$ cat src/rtl/axi4l_param_slave_pkg.sv
// Shared AXI4-Lite response codes and elaboration helpers for the parametrised slave.
// Pure constants/types; no timing or backpressure of its own.
package axi4l_param_slave_pkg;

    typedef logic [1:0] resp_t;

    localparam resp_t RESP_OKAY   = 2'b00;
    localparam resp_t RESP_SLVERR = 2'b10;

    // Ceiling log2 for parameter arithmetic; clog2(1) is 0.
    function automatic int clog2(input int value);
        int res;
        res = 0;
        for (int i = 0; i < 31; i++) begin
            if ((1 << i) < value) res = i + 1;
        end
        return res;
    endfunction

endpackage

$ cat src/rtl/axi4l_param_slave_if.sv
// AXI4-Lite bus bundle between an interconnect master and the register slave.
// Plain wiring: latency and backpressure are set by whoever drives each side.
interface axi4l_param_slave_if
    import axi4l_param_slave_pkg::*;
#(
    parameter int DATA_WIDTH = 32,
    parameter int ADDR_WIDTH = 4
);

    logic                      awvalid;
    logic                      awready;
    logic [ADDR_WIDTH-1:0]     awaddr;
    logic                      wvalid;
    logic                      wready;
    logic [DATA_WIDTH-1:0]     wdata;
    logic [DATA_WIDTH/8-1:0]   wstrb;
    logic                      bvalid;
    logic                      bready;
    resp_t                     bresp;
    logic                      arvalid;
    logic                      arready;
    logic [ADDR_WIDTH-1:0]     araddr;
    logic                      rvalid;
    logic                      rready;
    logic [DATA_WIDTH-1:0]     rdata;
    resp_t                     rresp;

    modport master (
        output awvalid, awaddr, wvalid, wdata, wstrb, bready, arvalid, araddr, rready,
        input  awready, wready, bvalid, bresp, arready, rvalid, rdata, rresp
    );

    modport slave (
        input  awvalid, awaddr, wvalid, wdata, wstrb, bready, arvalid, araddr, rready,
        output awready, wready, bvalid, bresp, arready, rvalid, rdata, rresp
    );

endinterface

$ cat src/rtl/axi4l_param_slave_regfile.sv
// Word storage with one byte-enabled write port and one registered read port plus range flags.
// Write takes effect on the edge; read data/error register on rd_en_i and hold otherwise.
module axi4l_param_slave_regfile #(
    parameter int DATA_WIDTH = 32,
    parameter int NUM_REGS   = 3,
    parameter int IDX_W      = 2
) (
    input  logic                    clk_i,
    input  logic                    rst_ni,
    input  logic                    wr_en_i,
    input  logic [IDX_W-1:0]        wr_idx_i,
    input  logic [DATA_WIDTH-1:0]   wr_data_i,
    input  logic [DATA_WIDTH/8-1:0] wr_strb_i,
    output logic                    wr_err_o,
    input  logic                    rd_en_i,
    input  logic [IDX_W-1:0]        rd_idx_i,
    output logic [DATA_WIDTH-1:0]   rd_data_o,
    output logic                    rd_err_o
);

    localparam int STRB_W = DATA_WIDTH / 8;

    logic [DATA_WIDTH-1:0] mem_q [NUM_REGS];
    logic [DATA_WIDTH-1:0] rd_data_q, rd_data_d;
    logic                  rd_err_q, rd_err_d;

    // Decoding by compare loop keeps indices beyond NUM_REGS from ever touching storage.
    always_comb begin
        wr_err_o  = 1'b1;
        rd_err_d  = 1'b1;
        rd_data_d = '0;
        for (int i = 0; i < NUM_REGS; i++) begin
            if (wr_idx_i == IDX_W'(i)) wr_err_o = 1'b0;
            if (rd_idx_i == IDX_W'(i)) begin
                rd_err_d  = 1'b0;
                rd_data_d = mem_q[i];
            end
        end
    end

    always_ff @(posedge clk_i or negedge rst_ni) begin
        if (!rst_ni) begin
            for (int i = 0; i < NUM_REGS; i++) mem_q[i] <= '0;
            rd_data_q <= '0;
            rd_err_q  <= 1'b0;
        end else begin
            if (wr_en_i) begin
                for (int i = 0; i < NUM_REGS; i++) begin
                    if (wr_idx_i == IDX_W'(i)) begin
                        for (int b = 0; b < STRB_W; b++) begin
                            if (wr_strb_i[b]) mem_q[i][8*b +: 8] <= wr_data_i[8*b +: 8];
                        end
                    end
                end
            end
            if (rd_en_i) begin
                rd_data_q <= rd_data_d;
                rd_err_q  <= rd_err_d;
            end
        end
    end

    assign rd_data_o = rd_data_q;
    assign rd_err_o  = rd_err_q;

endmodule

$ cat src/rtl/axi4l_param_slave.sv
// AXI4-Lite register bank: AW/W holders commit to regfile, B one cycle after commit, R one cycle after AR.
// B/R outputs hold until accepted; a full holder or an unaccepted response deasserts the matching READY.
module axi4l_param_slave
    import axi4l_param_slave_pkg::*;
#(
    parameter int DATA_WIDTH = 32,
    parameter int ADDR_WIDTH = 4,
    parameter int NUM_REGS   = 3
) (
    input  logic               i_ACLK,
    input  logic               i_ARESETN,
    axi4l_param_slave_if.slave s_axi
);

    localparam int ADDR_LSB = clog2(DATA_WIDTH / 8);
    localparam int IDX_W    = ADDR_WIDTH - ADDR_LSB;
    localparam int STRB_W   = DATA_WIDTH / 8;

    logic                  r_live_q;
    logic                  aw_full_q, aw_full_d;
    logic [IDX_W-1:0]      aw_idx_q,  aw_idx_d;
    logic                  w_full_q,  w_full_d;
    logic [DATA_WIDTH-1:0] w_data_q,  w_data_d;
    logic [STRB_W-1:0]     w_strb_q,  w_strb_d;
    logic                  b_vld_q,   b_vld_d;
    resp_t                 b_resp_q,  b_resp_d;
    logic                  r_vld_q,   r_vld_d;

    logic                  aw_hs, w_hs, ar_hs, commit;
    logic                  wr_err, rd_err;
    logic [DATA_WIDTH-1:0] rd_data;
    logic                  unused_addr_bits;

    // Sub-word address bits are ignored; referencing them here keeps them visibly accounted for.
    assign unused_addr_bits = ^{s_axi.awaddr, s_axi.araddr};

    assign s_axi.awready = r_live_q & ~aw_full_q;
    assign s_axi.wready  = r_live_q & ~w_full_q;
    assign s_axi.arready = r_live_q & (~r_vld_q | s_axi.rready);

    assign aw_hs  = s_axi.awvalid & s_axi.awready;
    assign w_hs   = s_axi.wvalid  & s_axi.wready;
    assign ar_hs  = s_axi.arvalid & s_axi.arready;
    assign commit = aw_full_q & w_full_q & (~b_vld_q | s_axi.bready);

    always_comb begin
        aw_full_d = aw_full_q;
        aw_idx_d  = aw_idx_q;
        w_full_d  = w_full_q;
        w_data_d  = w_data_q;
        w_strb_d  = w_strb_q;
        b_vld_d   = b_vld_q;
        b_resp_d  = b_resp_q;
        r_vld_d   = r_vld_q;

        if (aw_hs) begin
            aw_full_d = 1'b1;
            aw_idx_d  = s_axi.awaddr[ADDR_WIDTH-1:ADDR_LSB];
        end
        if (w_hs) begin
            w_full_d = 1'b1;
            w_data_d = s_axi.wdata;
            w_strb_d = s_axi.wstrb;
        end

        // A commit reloads B even while the previous response is being accepted.
        if (commit) begin
            aw_full_d = 1'b0;
            w_full_d  = 1'b0;
            b_vld_d   = 1'b1;
            b_resp_d  = wr_err ? RESP_SLVERR : RESP_OKAY;
        end else if (s_axi.bready) begin
            b_vld_d = 1'b0;
        end

        if (ar_hs) begin
            r_vld_d = 1'b1;
        end else if (s_axi.rready) begin
            r_vld_d = 1'b0;
        end
    end

    always_ff @(posedge i_ACLK or negedge i_ARESETN) begin
        if (!i_ARESETN) begin
            r_live_q  <= 1'b0;
            aw_full_q <= 1'b0;
            aw_idx_q  <= '0;
            w_full_q  <= 1'b0;
            w_data_q  <= '0;
            w_strb_q  <= '0;
            b_vld_q   <= 1'b0;
            b_resp_q  <= RESP_OKAY;
            r_vld_q   <= 1'b0;
        end else begin
            r_live_q  <= 1'b1;
            aw_full_q <= aw_full_d;
            aw_idx_q  <= aw_idx_d;
            w_full_q  <= w_full_d;
            w_data_q  <= w_data_d;
            w_strb_q  <= w_strb_d;
            b_vld_q   <= b_vld_d;
            b_resp_q  <= b_resp_d;
            r_vld_q   <= r_vld_d;
        end
    end

    // Read samples storage before a same-cycle commit lands, so it returns the old word.
    axi4l_param_slave_regfile #(
        .DATA_WIDTH (DATA_WIDTH),
        .NUM_REGS   (NUM_REGS),
        .IDX_W      (IDX_W)
    ) u_regfile (
        .clk_i     (i_ACLK),
        .rst_ni    (i_ARESETN),
        .wr_en_i   (commit),
        .wr_idx_i  (aw_idx_q),
        .wr_data_i (w_data_q),
        .wr_strb_i (w_strb_q),
        .wr_err_o  (wr_err),
        .rd_en_i   (ar_hs),
        .rd_idx_i  (s_axi.araddr[ADDR_WIDTH-1:ADDR_LSB]),
        .rd_data_o (rd_data),
        .rd_err_o  (rd_err)
    );

    assign s_axi.bvalid = b_vld_q;
    assign s_axi.bresp  = b_resp_q;
    assign s_axi.rvalid = r_vld_q;
    assign s_axi.rdata  = rd_data;
    assign s_axi.rresp  = rd_err ? RESP_SLVERR : RESP_OKAY;

endmodule

$ cat src/flat_wrapper.sv
// flat-port wrapper written by rule: the top's interface ports become plain ports
module axi4l_param_slave_flat import axi4l_param_slave_pkg::*;
#(
    parameter int DATA_WIDTH = 32,
    parameter int ADDR_WIDTH = 4,
    parameter int NUM_REGS   = 3
)
  (i_ACLK, i_ARESETN, s_axi_awvalid, s_axi_awaddr, s_axi_wvalid, s_axi_wdata, s_axi_wstrb, s_axi_bready, s_axi_arvalid, s_axi_araddr, s_axi_rready, s_axi_awready, s_axi_wready, s_axi_bvalid, s_axi_bresp, s_axi_arready, s_axi_rvalid, s_axi_rdata, s_axi_rresp);
  axi4l_param_slave_if #(.DATA_WIDTH(DATA_WIDTH), .ADDR_WIDTH(ADDR_WIDTH)) s_axi_i ();
  input  logic i_ACLK;
  input  logic i_ARESETN;
  input wire logic [$bits(s_axi_i.awvalid)-1:0] s_axi_awvalid;
  input wire logic [$bits(s_axi_i.awaddr)-1:0] s_axi_awaddr;
  input wire logic [$bits(s_axi_i.wvalid)-1:0] s_axi_wvalid;
  input wire logic [$bits(s_axi_i.wdata)-1:0] s_axi_wdata;
  input wire logic [$bits(s_axi_i.wstrb)-1:0] s_axi_wstrb;
  input wire logic [$bits(s_axi_i.bready)-1:0] s_axi_bready;
  input wire logic [$bits(s_axi_i.arvalid)-1:0] s_axi_arvalid;
  input wire logic [$bits(s_axi_i.araddr)-1:0] s_axi_araddr;
  input wire logic [$bits(s_axi_i.rready)-1:0] s_axi_rready;
  output wire logic [$bits(s_axi_i.awready)-1:0] s_axi_awready;
  output wire logic [$bits(s_axi_i.wready)-1:0] s_axi_wready;
  output wire logic [$bits(s_axi_i.bvalid)-1:0] s_axi_bvalid;
  output wire logic [$bits(s_axi_i.bresp)-1:0] s_axi_bresp;
  output wire logic [$bits(s_axi_i.arready)-1:0] s_axi_arready;
  output wire logic [$bits(s_axi_i.rvalid)-1:0] s_axi_rvalid;
  output wire logic [$bits(s_axi_i.rdata)-1:0] s_axi_rdata;
  output wire logic [$bits(s_axi_i.rresp)-1:0] s_axi_rresp;
  assign s_axi_i.awvalid = s_axi_awvalid;
  assign s_axi_i.awaddr = s_axi_awaddr;
  assign s_axi_i.wvalid = s_axi_wvalid;
  assign s_axi_i.wdata = s_axi_wdata;
  assign s_axi_i.wstrb = s_axi_wstrb;
  assign s_axi_i.bready = s_axi_bready;
  assign s_axi_i.arvalid = s_axi_arvalid;
  assign s_axi_i.araddr = s_axi_araddr;
  assign s_axi_i.rready = s_axi_rready;
  assign s_axi_awready = s_axi_i.awready;
  assign s_axi_wready = s_axi_i.wready;
  assign s_axi_bvalid = s_axi_i.bvalid;
  assign s_axi_bresp = s_axi_i.bresp;
  assign s_axi_arready = s_axi_i.arready;
  assign s_axi_rvalid = s_axi_i.rvalid;
  assign s_axi_rdata = s_axi_i.rdata;
  assign s_axi_rresp = s_axi_i.rresp;
  axi4l_param_slave #(.DATA_WIDTH(DATA_WIDTH), .ADDR_WIDTH(ADDR_WIDTH), .NUM_REGS(NUM_REGS)) u_core (.i_ACLK(i_ACLK), .i_ARESETN(i_ARESETN), .s_axi(s_axi_i));
endmodule
$ cat config.mk
export PLATFORM = sky130hd
export DESIGN_NAME = axi4l_param_slave_flat
export DESIGN_NICKNAME = d
export VERILOG_FILES = /design/src/rtl/axi4l_param_slave_pkg.sv /design/src/rtl/axi4l_param_slave_if.sv /design/src/rtl/axi4l_param_slave_regfile.sv /design/src/rtl/axi4l_param_slave.sv /design/src/flat_wrapper.sv
export SDC_FILE = /design/constraint.sdc
export NUM_CORES = 1
export LEC_CHECK = 0
export ABC_AREA = 1
export BUFFER_PORTS_ARGS = -buffer_cell sky130_fd_sc_hd__buf_4
export CAP_MARGIN = 40
export CORE_ASPECT_RATIO = 1.5
export CORE_MARGIN = 4
export CORE_UTILIZATION = 40
export DETAILED_ROUTE_END_ITERATION = 12
export MAX_ROUTING_LAYER = met4
export PLACE_DENSITY = 0.69
export SLEW_MARGIN = 25
export SYNTH_ARGS = -nofsm -noshare
export SYNTH_HDL_FRONTEND = slang
export SYNTH_SLANG_ARGS = --single-unit
$ cat constraint.sdc
create_clock -name i_ACLK -period 1.9 [get_ports i_ACLK]
set_clock_uncertainty 0.2 [all_clocks]
set_input_delay 0.38 -clock i_ACLK [delete_from_list [all_inputs] [get_ports i_ACLK]]
set_output_delay 0.38 -clock i_ACLK [all_outputs]
set_load 0.02 [all_outputs]
* Word-level counts from Yosys, hierarchy flattened
Index checks and enable logic that the tools add are counted.
** Word-level totals
- Bits in registers :: 174
- Input bits :: 51
- Output and inout port bits :: 41
** Operators by class
- Bitwise gates (word level) :: 14
- Equality and inequality tests :: 4
- Reduce and logical (&&, ||, !) cells :: 18
- Multiplexer cells :: 19
** Operator list (count)
- $mux W32 :: 3
- $reduce_and A3 Y1 :: 12
- $mux W1 :: 14
- $and A1 B1 Y1 :: 8
- $reduce_bool A2 Y1 :: 4
- $eq A2 B1 Y1 const B :: 2
- $eq A2 B2 Y1 const B :: 2
- $logic_not A2 Y1 :: 2
- $mux W2 :: 2
- $not A1 Y1 :: 4
- $or A1 B1 Y1 :: 2

* Longest topological paths before layout
Gate-level depths: netlist (run 1).
- Depth after elaboration :: 5
- Mapped depth :: 7

* Hierarchy
From an unflattened synthesis (run 1), not the netlist that was laid out.
** Second synthesis, totals
- Cell total of the unflattened synthesis :: 878
- Area, all modules :: 7394.6 um^2
** Modules (own cells, without submodules)
- axi4l_param_slave_regfile :: area each 5584.1 um^2, cells each 678, instances 1
- axi4l_param_slave :: area each 1810.5 um^2, cells each 200, instances 1

* Worst setup path after synthesis (run 1)
No wires, ideal clock.
- Path kind :: register -> register
- Start point :: register u_core.r_vld_q, in the netlist u_core.s_axi.rvalid
- End point :: register u_core.u_regfile.rd_data_q[10], in the netlist u_core.u_regfile.rd_data_o[10]
- Arrival :: 1.275 ns
- Slack :: 0.309 ns
- Clock period less this slack :: 1.591 ns
- Setup time :: 0.116 ns
- Cell stages (with the launch flop) :: 6
- Cells stage by stage :: dfrtp_1 > a21oi_2 > nand2_2 > clkbuf_1 > nand2_1 > nand2_1
** On the way
- Longest elaborated chain between the ends :: 4
** RTL lines
- from (decl) :: RTL line axi4l_param_slave.sv:27 : logic r_vld_q, r_vld_d;
- from (signal assigned) :: RTL line axi4l_param_slave.sv:103 : r_vld_q <= r_vld_d;
- $not A1 Y1 :: RTL line axi4l_param_slave.sv:39 : assign s_axi.arready = r_live_q & (~r_vld_q | s_axi.rready);
- $or A1 B1 Y1 :: RTL line axi4l_param_slave.sv:39
- $and A1 B1 Y1 :: RTL line axi4l_param_slave.sv:39
- net s_axi_arready :: RTL line flat_wrapper.sv:25 : output wire logic [$bits(s_axi_i.arready)-1:0] s_axi_arready;
- $and A1 B1 Y1 :: RTL line axi4l_param_slave.sv:43 : assign ar_hs = s_axi.arvalid & s_axi.arready;
- to (signal assigned) :: RTL line axi4l_param_slave_regfile.sv:57 : rd_data_q <= rd_data_d;
- to (decl) :: RTL line axi4l_param_slave_regfile.sv:24 : logic [DATA_WIDTH-1:0] rd_data_q, rd_data_d;
The timed path passes the listed nets, and every way through them passes these cells.
A chain may end at the register's enable or synchronous reset.

* Worst setup path in the final report (run 1)
- Start point :: register u_core.r_live_q
- End point :: output port s_axi_wready
** On the way
- Longest elaborated chain between the ends :: 1
** RTL lines
- from (decl) :: RTL line axi4l_param_slave.sv:19 : logic r_live_q;
- from (signal assigned) :: RTL line axi4l_param_slave.sv:85 : r_live_q <= 1'b0;
- from (signal assigned) :: RTL line axi4l_param_slave.sv:95 : r_live_q <= 1'b1;
- $and A1 B1 Y1 :: RTL line axi4l_param_slave.sv:38 : assign s_axi.wready = r_live_q & ~w_full_q;
- to (decl) :: RTL line flat_wrapper.sv:22 : output wire logic [$bits(s_axi_i.wready)-1:0] s_axi_wready;
Every way passes these cells.

==> results of run 1 <==
[power by group]
| group | switching, uW | leakage (uW) | internal (uW) |
|---|---|---|---|
| Combinational | 2660 | 0.00256 | 1460 |
| Clock | 1580 | 0.000299 | 2120 |
| Sequential | 1030 | 0.00228 | 4980 |
[layout make-up]
cell class	count	area, um2	area share (%)
clock buffer	17	425	4.37
clock inverter	15	201	2.07
inverter	10	37.5	0.385
multi-input combinational	664	2990	30.7
sequential	173	4330	44.5
tap	252	315	3.24
timing repair buffer	170	1440	14.7
[how the worst max path moves through the flow]
stage / slack, ns / cells after the start / endpoint / start
2_1_floorplan: 0.31 / 5 / u_core.u_regfile.rd_data_o[10]$_DFFE_PN0P_ / u_core.s_axi.rvalid$_DFFE_PN0P_
3_3_place_gp: 0.02 / 6 / u_core.u_regfile.mem_q[18]$_DFFE_PN0P_ / s_axi_bready
3_5_place_dp: -0.009 / 6 / u_core.u_regfile.mem_q[70]$_DFFE_PN0P_ / s_axi_bready
4_1_cts: 0.01 / 5 / u_core.u_regfile.mem_q[12]$_DFFE_PN0P_ / u_core.w_full_q$_DFFE_PN0P_
5_1_grt: 0.02 / 3 / s_axi_wready / u_core.r_live_q$_DFF_PN0_
6_report: 0.07 / 3 / s_axi_wready / u_core.r_live_q$_DFF_PN0_
[state kept, by name, indices dropped and copies added (netlist names)]
register / flops
u_core.w_strb_q: 4
u_core.s_axi.rvalid: 1
u_core.u_regfile.rd_data_o: 32
u_core.s_axi.bvalid: 1
u_core.r_live_q: 1
u_core.u_regfile.rd_err_o: 1
u_core.u_regfile.mem_q: 96
u_core.s_axi.bresp: 1
u_core.w_full_q: 1
u_core.w_data_q: 32
u_core.aw_full_q: 1
u_core.aw_idx_q: 2
[timing repair]
action / 4_1_cts / 5_1_grt
setup buffers: 0 / 10
endpoints found under the setup margin: 1 / 82
hold buffers: 32 / 0
pin swaps: 1 / 6
gates resized for setup: 2 / 2
endpoints found under the hold margin: 83 / 0
[critical path: cells and delay by family, from the launching register on]
family        cells  cell delay, ns
buf+inv           2            0.28
flops             1            0.38
simple gates      1            0.16
[per-layer routing]
metal	vias up	wire, um
met1	3299	9300
met4	0	299
met2	213	10500
met5	-	0
met3	24	1110
li1	3315	-
[through the flow]
stage	setup WS, ns	cells
2_1_floorplan	0.309	917
3_3_place_gp	0.0223	1227
3_5_place_dp	-0.00870	1227
4_1_cts	0.0130	1291
5_1_grt	0.0232	1301
6_report	0.0718	1301
[placed cells by master, fill, tap and decap left out, types with 2 or more instances in the layout]
master           n
dfrtp_1        173
inv_8            4
buf_4          131
dlygate4sd3_1   32
nand3_1        133
buf_12           6
nand2_1        401
conb_1           3
inv_2            2
a21oi_1          4
inv_6            4
nor2_4           3
clkinvlp_4       3
nor2_1           4
nand4_1        108
inv_1            8
nor2_2           3
clkbuf_16       17
a21oi_4          2
bufinv_16        3
[kinds of logic after synthesis]
kind of cell           count (synthesis)  share of synthesized area (%)
buffers and inverters                 80                           4.63
DFF                                  173                           56.6
other                                  2                         0.0982
AOI/OAI and AO/OA                      8                          0.622
and+or+nand+nor                      653                           38.0
==> impl_metrics.tcl, run 1 <==
set metrics [dict create \
    htree_levels 4 \
    design_area_mm2 0.00974 \
    vias 6851 \
    status "complete, no violations" \
    cp-start-kind "flip-flop" \
    required_ns 1.32 \
    firstDrtPassIters 5 \
    dieWidth_um 121 \
    antennaDiodeCount 0 \
    synth_area_leader_cell "dfrtp_1" \
    hold_ws_ns 0.00300 \
    path_cells "inv_2 > nor2_4 > buf_4" \
    place_area_mm2 0.00870 \
    yosysMostFrequentCell "nand2_1" \
    cts-buffers-inserted 17 \
    max_cap_viol_count 0 \
    io_buffers 85 \
    finalSetupViolations 0 \
    postSynthCellCount 916 \
    avgSynthCellArea_um2 8.35 \
    fmax_mhz 547 \
    hpwl_mm 13.6 \
    synth-seq-cells 173 \
    drive_gt1_share_pct 17.3 \
    r2r_end "u_core.u_regfile.mem_q[20]$_DFFE_PN0P_" \
    grt_pass1_vias 6719 \
    track_usage_pct 21.0 \
    ys_async_sr_fraction_pct 100 \
    synth_top_area_share_pct 56.6 \
    critPathMaxFanout 4 \
    finalHoldViolCount 0 \
    synth_area_leaders "dfrtp_1 (57%), nand2_1 (20%), nand4_1 (8.8%)" \
    r2r_slack_ns 0.16 \
    grt_pass1_wl_mm 34.7 \
    gr-usage-met3_pct 3.48 \
    cpPeakStageDelay_ns 0.38 \
    die_area_mm2 0.0214 \
    netlist_area_mm2 0.00765 \
    overflow 0 \
    clk_latency_ns 0.43 \
    synth_common_cells "nand2_1 (401), dfrtp_1 (173), nand3_1 (133), nand4_1 (108), buf_2 (34)" \
    ys_warn_count 0 \
    hp-start "s_axi_wdata[29]" \
    drv_slew 0 \
    wl_per_cell_um 16.3 \
    fin_total_pwr_uw 13800 \
    drc 0 \
    drt_wl_total_mm 21.2 \
    power.density_mw_per_mm2 1420 \
    fin_util_pct 52.1 \
    root_buffer "clkbuf_16" \
    endpoint_kind "primary output" \
    min_period_ns 1.83 \
    whs_endpoint "u_core.w_data_q[29]$_DFFE_PN0P_" \
    cp_slowest_cell "dfrtp_1" \
    io_pins 92 \
    hold_class "input pin to flip-flop" \
    fin_setup_tns_ns 0 \
    reg2reg_depth 6 \
    relSlewSlack_pct 65.9 \
    grt_use_met2_pct 34.1 \
    cts_buffer_depth 2 \
    cts_tree "yes" \
    cts.sinks 173 \
    hold_depth 3 \
    busiest_layer "met2" \
    rsz0062_at_grt "false" \
    core_area_mm2 0.0187 \
    cellLeakagePower_uw 0.00514 \
    grt_max_degree 58 \
    fillers 1735 \
    irDropWorstVdd_uv 842 \
    areaGrowthSynthToFinish_pct 27.4 \
    start_util_pct 40.9 \
    rows 61 \
    path_class "flip-flop to primary output" \
    met1_usage_pct 27.4 \
    antenna_left 0 \
    synthFlopType "dfrtp_1" \
    crit_arrival_ns 1.25 \
    fp.dieH_um 177 \
    drtIter0Drc 563 \
    worstMarginPinSlew_ns 0.510 \
    synth_seq_area_share_pct 56.6 \
    antenna_found_initial 0 \
    yosysUniqueCellTypes 19 \
    place.gp.congestion 0.837 \
    r2r_start "u_core.w_full_q$_DFFE_PN0P_" \
    synth-edff-count 0 \
    path_clk_slew_ns 0.07 \
    layout.nets 1087 \
    period_share_pct 96.2 \
    vias_per_cell 5.27 \
]
(Power assumes the default switching activity.)
==> inputs of run 2 (changes only) <==
- PLACE_DENSITY: 0.69 -> unset
==> run 2 against run 1 <==
Against the previous run:
- wire length is 1.0% higher
- combinational power hardly changed
- flip-flop and latch count stayed put
- hold slack better by 0.0077 ns
- non-clock buffer count is 4 higher
- critical path type unchanged
- die area stayed put
- cell area is 0.54% higher
- clock power hardly changed
- critical path depth stayed put
- total power is 0.51% higher
- largest cell class unchanged
==> impl_metrics.tcl, run 2 (synthesis gave the netlist of run 1 again) <==
set metrics [dict create \
    cellLeakagePower_uw 0.00517 \
    max_cap_viol_count 0 \
    clockPowerShare_pct 26.7 \
    path_class "flip-flop to primary output" \
    design_area_mm2 0.00979 \
    r2r_slack_ns 0.21 \
    period_share_pct 97.3 \
    grt_pass1_wl_mm 35.1 \
    areaGrowthSynthToFinish_pct 28.0 \
    die_area_mm2 0.0214 \
    regArea_mm2 0.00433 \
    endpoint_kind "primary output" \
    place_inst 1236 \
    root_buffer "clkbuf_16" \
    rows 61 \
    r2r_start "u_core.w_full_q$_DFFE_PN0P_" \
    finalNonFillerCells 1305 \
    critPathMaxFanout 5 \
    drc 0 \
    cp-start-kind "flip-flop" \
    antenna_left 0 \
    critPathBufInv 2 \
    track_usage_pct 21.5 \
    finalHoldViolCount 0 \
    grt_pass1_vias 6601 \
    p_comb_share_pct 29.7 \
    r2r_end "u_core.u_regfile.mem_q[46]$_DFFE_PN0P_" \
    rsz0062_at_grt "false" \
    antenna_found_initial 0 \
    drive_gt1_share_pct 17.1 \
    largest-register "u_core.u_regfile.mem_q" \
    relSlewSlack_pct 66.7 \
    dieWidth_um 121 \
    antennaDiodeCount 0 \
    cts_tree "yes" \
    largest_register_ff_count 96 \
    fp.dieH_um 177 \
    reg2reg_depth 6 \
    layout.nets 1091 \
    irDropWorstVdd_uv 654 \
    wl_per_cell_um 16.4 \
    min_period_ns 1.85 \
    worstMarginPinSlew_ns 0.499 \
    seq_power_share_pct 43.6 \
    htree_levels 4 \
    drtIter0Drc 464 \
    fillers 1826 \
    drt_wl_total_mm 21.4 \
    switching_share_pct 36.9 \
    setup.worst_path.end "s_axi_wready" \
    vias_per_cell 5.22 \
    drv_slew 0 \
    required_ns 1.32 \
    fin_ws_ns 0.0518 \
    overflow 0 \
    fmax_mhz 541 \
    layout_commonest_cell "nand2_1" \
    most-common-layout-cells "nand2_1 (401), dfrtp_1 (173), nand3_1 (133)" \
    cpPeakStageDelay_ns 0.37 \
    p_int_uw 8790 \
    hpwl_mm 13.9 \
    finalSetupViolations 0 \
    pre_cts_slack_ns 0.0878 \
    cts_buffer_depth 2 \
    grt_max_degree 62 \
    cp_slowest_cell "dfrtp_1" \
    cts.sinks 173 \
    cts-buffers-inserted 17 \
    place.gp.congestion 0.823 \
    io_buffers 85 \
    core_area_mm2 0.0187 \
    firstDrtPassIters 5 \
    fin_util_pct 52.4 \
    clk_latency_ns 0.43 \
    crit_start "u_core.r_live_q$_DFF_PN0_" \
    power.density_mw_per_mm2 1420 \
    path_clk_slew_ns 0.06 \
    switching_power_uw 5130 \
    status "complete, no violations" \
    crit_arrival_ns 1.27 \
    io_pins 92 \
    hold_class "input pin to flip-flop" \
    crit_family "flip-flops" \
    vias 6817 \
    path_cells "inv_2 > nor2_4 > buf_4" \
    path_depth 3 \
    place_area_mm2 0.00879 \
    start_util_pct 40.9 \
    multi_input_area_mm2 0.00299 \
]
## run 2: changes by cell type in the layout (fill, tap and decap cells not counted), sizes merged
cell and change:
clkbuf +5, dlygate4sd3 +2, inv -8, clkinv +3, buf +2, bufinv +1, clkinvlp -1
## run 2: how the worst min path moves through the flow
stage / from / endpoint / slack (ns) / cells past startpoint
3_3_place_gp: i_ARESETN / u_core.w_data_q[8]$_DFFE_PN0P_ / 0.10 / 1
3_5_place_dp: i_ARESETN / u_core.w_data_q[5]$_DFFE_PN0P_ / 0.11 / 1
2_1_floorplan: i_ARESETN / u_core.aw_full_q$_DFFE_PN0P_ / -0.12 / 0
6_report: s_axi_wdata[1] / u_core.w_data_q[1]$_DFFE_PN0P_ / 0.01 / 3
4_1_cts: s_axi_wstrb[2] / u_core.w_strb_q[2]$_DFFE_PN0P_ / 0.001 / 3
5_1_grt: s_axi_wdata[31] / u_core.w_data_q[31]$_DFFE_PN0P_ / 0.01 / 3
## run 2: final cells by class
cell class                 count  share of cell area (%)
sequential                   173                    44.2
inverter                      10                   0.383
clock buffer                  22                    4.74
clock inverter                10                    1.66
tap                          252                    3.22
timing repair buffer         174                    15.3
multi-input combinational    664                    30.5
## run 2: metrics by stage
| stage | hold slack (ns) | setup TNS, ns | total power [uW] |
|---|---|---|---|
| after global placement | 0.102 | 0 | 10000 |
| after CTS | 0.00126 | -0.00348 | 14000 |
| after detailed placement | 0.108 | 0 | 10200 |
| after floorplan | -0.116 | 0 | 8390 |
| after global routing | 0.0110 | 0 | 14800 |
| final | 0.0107 | 0 | 13900 |
## run 2: worst min-delay path, stage by stage
cell and delay, ns:
buf_4 0.07, nand3_1 0.08, nand2_1 0.07
## run 2: timing repair
item | CTS | global route
endpoints found under the hold margin | 77 | 0
hold buffers | 34 | 0
resized for setup | 2 | 1
endpoints found under the setup margin | 1 | 11
setup buffers | 0 | 3
pin swaps | 0 | 2
## run 2: power by group through the flow
stage               clock, uW  sequential [uW]  combinational (uW)
finish                   3720             6070                4130
global route             3920             6240                4600
CTS                      3780             6050                4140
detailed placement          0             6080                4070
global placement            0             6060                3980
floorplan                   0             6000                2390
## run 2: metal layers
layer  GRT usage, %  wire, um  vias up
li1               -         -     3305
met1           28.9      9640     3326
met2           34.3     10600      168
met3           3.28       927       18
met4           5.29       216        0
met5              -         0        -
==> inputs of run 3 (changes only) <==
- CORE_ASPECT_RATIO: 1.5 -> unset
==> run 3 against run 2 <==
Against the previous run:
- setup slack worse by 0.044 ns
- critical path depth stayed put
- global-route usage is 0.18 points lower
- maximum frequency is 2.3% lower
- critical endpoint unchanged
- count of clock-buffer cells in the layout is 3 lower
- clock power is 1% higher
- non-clock buffer count is 1 higher
- flip-flop and latch count stayed put
- critical path type unchanged
- final cell count is 1.3% lower
==> impl_metrics.tcl, run 3 (synthesis gave the netlist of run 1 again) <==
set metrics [dict create \
    status "complete, no violations" \
    areaGrowthSynthToFinish_pct 28.0 \
    start_util_pct 40.7 \
    most-common-layout-cells "nand2_1 (401), dfrtp_1 (173), nand3_1 (133)" \
    htree_levels 4 \
    irDropWorstVdd_uv 704 \
    cellLeakagePower_uw 0.00517 \
    place.gp.congestion 0.791 \
    clk_latency_ns 0.43 \
    relSlewSlack_pct 66.2 \
    finalHoldViolCount 0 \
    crit_arrival_ns 1.31 \
    period_share_pct 99.6 \
    path_clk_slew_ns 0.07 \
    root_buffer "clkbuf_16" \
    vias 6783 \
    design_area_mm2 0.00978 \
    firstDrtPassIters 5 \
    antennaDiodeCount 0 \
    track_usage_pct 21.3 \
    cts_buffer_depth 2 \
    layout.nets 1092 \
    regArea_mm2 0.00433 \
    critPathMaxFanout 4 \
    dieWidth_um 146 \
    vias_per_cell 5.27 \
    hold_class "input pin to flip-flop" \
    core_area_mm2 0.0188 \
    worstMarginPinSlew_ns 0.506 \
    required_ns 1.32 \
    drt_wl_total_mm 21.8 \
    endpoint_kind "primary output" \
    rows 50 \
    grt_max_degree 62 \
    fin_ws_ns 0.00799 \
    wl_per_cell_um 16.9 \
    finalSetupViolations 0 \
    die_area_mm2 0.0214 \
    fillers 1810 \
    fin_setup_tns_ns 0 \
    drtIter0Drc 606 \
    largest_register_ff_count 96 \
    grt_pass1_vias 6507 \
    drive_gt1_share_pct 17.5 \
    layout_commonest_cell "nand2_1" \
    overflow 0 \
    fp.dieH_um 146 \
    max_cap_viol_count 0 \
    drc 0 \
    power.density_mw_per_mm2 1440 \
    pre_cts_slack_ns 0.0126 \
    io_pins 92 \
    cts_tree "yes" \
    antenna_found_initial 0 \
    grt_pass1_wl_mm 35.5 \
    hpwl_mm 14.1 \
    fin_total_pwr_uw 14000 \
    fin_util_pct 52.1 \
    multi_input_area_mm2 0.00299 \
    cp-start-kind "flip-flop" \
    min_period_ns 1.89 \
    fmax_mhz 529 \
    cts.sinks 173 \
    largest-register "u_core.u_regfile.mem_q" \
    io_buffers 85 \
    antenna_left 0 \
    cts-buffers-inserted 17 \
    path_class "flip-flop to primary output" \
    place_area_mm2 0.00873 \
    drv_slew 0 \
]
-- run 3: cell types whose count changed in the layout (fill, tap and decap cells not counted), sizes merged --
| cell | change |
|---|---|
| clkbuf | -3 |
| clkinv | -1 |
| clkinvlp | +3 |
| dlygate4sd3 | +1 |
| inv | +1 |
-- run 3: path summary, 6_finish.rpt --
path,from,end,depth (start not counted),slack [ns]
min reg2reg,u_core.u_regfile.mem_q[39]$_DFFE_PN0P_,u_core.u_regfile.mem_q[39]$_DFFE_PN0P_,2,0.27
max in group asynchronous,i_ARESETN,u_core.u_regfile.mem_q[80]$_DFFE_PN0P_,3,0.74
min,s_axi_wstrb[2],u_core.w_strb_q[2]$_DFFE_PN0P_,3,0.01
min in group asynchronous,i_ARESETN,u_core.u_regfile.rd_data_o[3]$_DFFE_PN0P_,2,0.17
max reg2reg,u_core.r_live_q$_DFF_PN0_,u_core.w_data_q[11]$_DFFE_PN0P_,7,0.22
max,u_core.r_live_q$_DFF_PN0_,s_axi_wready,3,0.008
-- run 3: per-stage QoR --
step	hold WS (ns)	std cells
2_1_floorplan	-0.116	917
3_3_place_gp	0.0325	1214
3_5_place_dp	0.0337	1214
4_1_cts	0.00277	1281
5_1_grt	0.00664	1288
6_report	0.0111	1288
-- run 3: routing by layer --
layer	GRT usage [%]	vias to the layer above	routed length [um]
li1	-	3310	-
met1	30.6	3278	10700
met2	31.0	180	9820
met3	4.16	15	957
met4	5.50	0	240
met5	-	-	0
-- run 3: what timing repair did --
action,CTS,global route
hold buffers,35,0
pin swaps,2,4
setup endpoints to repair,2,26
gates resized for setup,3,2
buffers inserted,0,7
endpoints found under the hold margin,207,0
-- run 3: area by class of cell --
| type | instances | area share [%] |
|---|---|---|
| Sequential cell | 173 | 44.2 |
| Tap cell | 234 | 2.99 |
| Inverter | 10 | 0.384 |
| Clock inverter | 13 | 1.93 |
| Timing Repair Buffer | 175 | 15.3 |
| Multi-Input combinational cell | 664 | 30.5 |
| Clock buffer | 19 | 4.63 |
-- run 3: worst max-delay path, stage by stage, from the launching register on --
cell     delay [ns]
dfrtp_1        0.39
inv_2          0.11
nor2_4         0.23
buf_6          0.16
-- run 3: report_power, final --
group	switching [uW]	total, uW	internal (uW)
registers	1080	6070	4990
clock network	1490	3770	2280
logic	2660	4210	1560
total	5230	14000	8820
